File: config.mk
export PLATFORM = sky130hd
export DESIGN_NAME = banco_registradores_param
export DESIGN_NICKNAME = d
export VERILOG_FILES = /design/src/rtl/banco_registradores_param.sv
export SDC_FILE = /design/constraint.sdc
export NUM_CORES = 1
export LEC_CHECK = 0
export CORE_MARGIN = 4
export CORE_UTILIZATION = 39
export CTS_CLUSTER_SIZE = 25
export DETAILED_ROUTE_END_ITERATION = 7
export PLACE_DENSITY = 0.57
export SYNTH_ARGS = -nofsm -noshare
export SYNTH_HDL_FRONTEND = slang
export SYNTH_SLANG_ARGS = --single-unit
File: constraint.sdc
create_clock -name Clock -period 2.9 [get_ports Clock]
set_clock_uncertainty 0.1 [all_clocks]
set_input_delay 0.435 -clock Clock [delete_from_list [all_inputs] [get_ports Clock]]
set_output_delay 0.435 -clock Clock [all_outputs]
set_load 0.05 [all_outputs]
File: src/rtl/banco_registradores_param.sv
// Parameterised register file with two registered read ports, one write
// port with write-first bypass, and a clear sequencer that zeroes every
// register one address per clock.
module banco_registradores_param #(
  parameter int DATA_W   = 8,
  parameter int ADDR_W   = 3,
  parameter int ZERO_REG = 0
) (
  input  logic              Clock,
  input  logic              Reset,
  input  logic [ADDR_W-1:0] RegLido1,
  input  logic [ADDR_W-1:0] RegLido2,
  input  logic [ADDR_W-1:0] RegEscr,
  input  logic [DATA_W-1:0] DadoEscr,
  input  logic              RegWrite,
  input  logic              Clear,
  output logic [DATA_W-1:0] Dado1,
  output logic [DATA_W-1:0] Dado2,
  output logic              Busy
);

  localparam int NREGS = 2**ADDR_W;
  localparam logic [ADDR_W-1:0] LAST_ADDR = '1;

  typedef enum logic {IDLE, CLEAR} state_t;

  state_t              state, state_next;
  logic [ADDR_W-1:0]   cnt, cnt_next;
  logic [DATA_W-1:0]   br [NREGS];

  logic                wr_en;
  logic [ADDR_W-1:0]   wr_addr;
  logic [DATA_W-1:0]   wr_data;
  logic                rd_load;
  logic [DATA_W-1:0]   rd1_next, rd2_next;

  // Value a read port captures: hardwired zero register first, then the
  // write-first bypass, otherwise the stored content.
  function automatic logic [DATA_W-1:0] read_port(
    input logic [ADDR_W-1:0] addr,
    input logic [DATA_W-1:0] stored,
    input logic              we,
    input logic [ADDR_W-1:0] waddr,
    input logic [DATA_W-1:0] wdata
  );
    if (ZERO_REG != 0 && addr == '0) return '0;
    if (we && waddr == addr)         return wdata;
    return stored;
  endfunction

  assign Busy = (state == CLEAR);

  // Next-state, write-port and read-port decode for both controller states.
  always_comb begin
    state_next = state;
    cnt_next   = cnt;
    wr_en      = 1'b0;
    wr_addr    = cnt;
    wr_data    = '0;
    rd_load    = 1'b0;
    rd1_next   = '0;
    rd2_next   = '0;
    case (state)
      CLEAR: begin
        // One register zeroed per edge; outputs forced to zero meanwhile.
        wr_en    = 1'b1;
        wr_addr  = cnt;
        cnt_next = cnt + 1'b1;
        rd_load  = 1'b1;
        if (cnt == LAST_ADDR) state_next = IDLE;
      end
      IDLE: begin
        if (Clear) begin
          // Entering clear: the edge that accepts Clear does nothing else.
          state_next = CLEAR;
          cnt_next   = '0;
        end else begin
          wr_en    = RegWrite && !(ZERO_REG != 0 && RegEscr == '0);
          wr_addr  = RegEscr;
          wr_data  = DadoEscr;
          rd_load  = 1'b1;
          rd1_next = read_port(RegLido1, br[RegLido1], RegWrite, RegEscr, DadoEscr);
          rd2_next = read_port(RegLido2, br[RegLido2], RegWrite, RegEscr, DadoEscr);
        end
      end
      default: state_next = CLEAR;
    endcase
  end

  // Controller, read registers and storage; reset restarts the clear
  // sequence and freezes the array (the array itself has no reset value).
  always_ff @(posedge Clock or posedge Reset) begin
    if (Reset) begin
      state <= CLEAR;
      cnt   <= '0;
      Dado1 <= '0;
      Dado2 <= '0;
    end else begin
      state <= state_next;
      cnt   <= cnt_next;
      if (rd_load) begin
        Dado1 <= rd1_next;
        Dado2 <= rd2_next;
      end
      if (wr_en) br[wr_addr] <= wr_data;
    end
  end

endmodule
==> impl_metrics.csv <==
group,metric,value,unit
run_status,status,"complete, no violations",
setup_path,path_cells,"clkdlybuf4s50_1",
logic_synthesis,async_reset_ff_frac,0.238,
placed_design,globalplace.congestion,0.748,
floorplanning,io_pins,38,
global_route,grtUsageTotal,0.176,
timing,hold_viol,0,
timing,slew_headroom,0.314,
setup_path,critical-path-max-stage-delay,0.83,ns
power_and_ir_drop,leakagePower,1.82,nW
timing,finalWorstPathRequiredPeriod,2.34,ns
cts,cts_sinks,84,
global_route,overflow,0,
power_and_ir_drop,peakVddDrop,0.276,mV
floorplanning,chipWidth,110,microns
timing,fmax,427,MHz
setup_path,cp.arrival,1.81,ns
setup_path,startpoint_type,"flop",
logic_synthesis,ys_seq_area_frac,0.599,
timing,holdWs,0.375,ns
cts,clk_pin_slew_worst_paths,0.10,ns
timing,finalCritPeriodShare,0.807,
layout,fin_nets,326,
placed_design,dp_cells,425,
setup_path,cp_max_fo,11,
cts,cts_tree,"done",
logic_synthesis,ys_warn_count,0,
logic_synthesis,yosys-top-cells-area,"edfxtp_1 (47%), mux4_2 (12%), dfrtp_1 (12%)",
setup_path,cp.required,2.37,ns
drt,wire_per_inst,22.3,microns
timing,finalSetupViolations,0,
global_route,antenna_found_initial,0,
cts,cts_max_path_buffers,2,
layout,drive_above_1_share,0.253,
drt,drc,0,
job,cap_viol_max_count,0,
layout,syn2layout_area_growth,21.0,%
setup_path,critPathCaptureType,"output port",
cts,clockRootBuffer,"clkbuf_8",
power_and_ir_drop,p_per_area,676,nW/um^2
setup_path,path_delay_family,"buffers and inverters",
setup_path,cp_slowest_cell,"clkdlybuf4s50_1",
layout,instances_no_fill,441,
cts,numCtsBuffers,9,
setup_path,path_class,"flop to output port",
drt,drt_iter0_drc,166,
floorplanning,initial_core_util,0.407,
logic_synthesis,ys_top_cells_by_count,"edfxtp_1 (64), nor2_1 (24), mux4_2 (22)",
timing,tns,0,ns
cts,cts_resized,0,
layout,nFillCells,883,
floorplanning,die-area,12100,sq um
drt,wl,9840,microns
timing,rsz0062_at_grt,"no",
setup_path,rrSetupSlack,0.62,ns
placed_design,numPortBuffers,37,
layout,multiInputGateArea,1470,sq um
drt,drtAntennaViolNets,0,
global_route,grt_pass1_wl,14900,microns
logic_synthesis,synthFlopType,"edfxtp_1",
layout,antennaDiodeCount,0,
global_route,grt_pass1_vias,2525,
cts,h-tree-depth,3,
drt,num_vias,2391,
logic_synthesis,synth_area_leader_cell,"edfxtp_1",
drt,first_pass_iters,5,
layout,seq_area,2420,sq um
logic_synthesis,synth_area,4050,sq um
floorplanning,die-height,110,microns
timing,worstMarginPinSlew,1.03,ns
drt,avgViaCountPerCell,5.42,
logic_synthesis,synth_top_area_share,0.475,
cts,clk_latency,0.35,ns
global_route,grt_max_degree,21,
logic_synthesis,syn-num-nets,271,
logic_synthesis,ys_seq_elements,84,
cts,cts_setup_buffers,0,
cts,hold_buffers,0,
floorplanning,rows,36,
logic_synthesis,synth_cells,248,
logic_synthesis,synth_area_per_cell,16.3,sq um
floorplanning,coreArea,9950,sq um
placed_design,place_hpwl,6490,microns
hold_path,hp-class,"primary input to async pin",
logic_synthesis,synthMostInstantiatedCell,"edfxtp_1",
logic_synthesis,ys_types,32,
timing,final_max_slew_viol_count,0,
logic_synthesis,synth_edf_count,64,
setup_path,worst-path-buf-inv,1,
tightest hold or removal path: stages:
cell and delay [ns]:
clkdlybuf4s50_1 0.40, inv_1 0.09, buf_4 0.30
sequential cells by signal, indices dropped and copies added, names as in the netlist:
signal / cells
cnt: 3
Busy: 1
Dado2: 8
Dado1: 8
br: 64
placed cells by master (no fill, tap or decap), types with 4 or more instances in the layout:
cell / instances
inv_6: 4
mux2_2: 14
edfxtp_1: 64
nor2_1: 24
clkbuf_8: 9
a221o_1: 16
xnor2_1: 6
mux4_2: 22
mux4_1: 10
nor2b_1: 4
dfrtp_1: 19
clkdlybuf4s50_1: 37
inv_1: 11
nand2_1: 16
buf_4: 21
logic make-up (layout without fill, tap and decap cells):
family          after synthesis  after routing  share of synthesized area
buf+inv                      28             88                     0.0377
xor+xnor                      6              6                     0.0130
compound gates               26             26                     0.0553
flops                        84             84                      0.599
simple gates                 56             56                     0.0630
mux                          46             46                      0.226
fa+ha+maj                     2              2                    0.00618
stage by stage:
step,cell area [sq um],util,total power (W),setup slack (ns)
2_1_floorplan,4050,-,0.00215,0.374
3_3_place_gp,4690,0.471,0.00247,0.193
3_5_place_dp,4690,0.471,0.00248,0.181
4_1_cts,4900,0.492,0.00335,0.518
5_1_grt,4900,0.492,0.00348,0.411
6_report,4900,0.492,0.00331,0.558
routing by layer:
layer / global-route usage / up-vias / share of wire
met1: 0.226 / 1228 / 0.41
met5: 0 / - / 0
li1: - / 1091 / -
met2: 0.297 / 68 / 0.52
met3: 0.0252 / 4 / 0.057
met4: 0.0766 / 0 / 0.0071
layout make-up:
cell class	instances	area share
sequential	84	0.495
tap	133	0.0340
timing repair buffer	61	0.120
inverter	11	0.00843
clock inverter	7	0.0166
multi-input combinational	136	0.301
clock buffer	9	0.0253
final timing paths:
path	from	to	cells after the start
hold reg to reg	Dado2[3]	Dado2[3]	1
min in group Clock	Dado2[3]	Dado2[3]	1
hold / removal	Reset	Dado2[4]	3
setup reg to reg	Busy	br[6][1]	3
max in group asynchronous	Reset	Busy	3
setup / recovery	Busy	Busy	1
power by group:
part	total, W	internal, W	switching [W]
Combinational	0.000837	0.000367	0.000470
Sequential	0.00160	0.00150	0.0000963
Clock	0.000874	0.000412	0.000461
Total	0.00331	0.00228	0.00103
No activity file was read; power rests on OpenSTA's default activity.
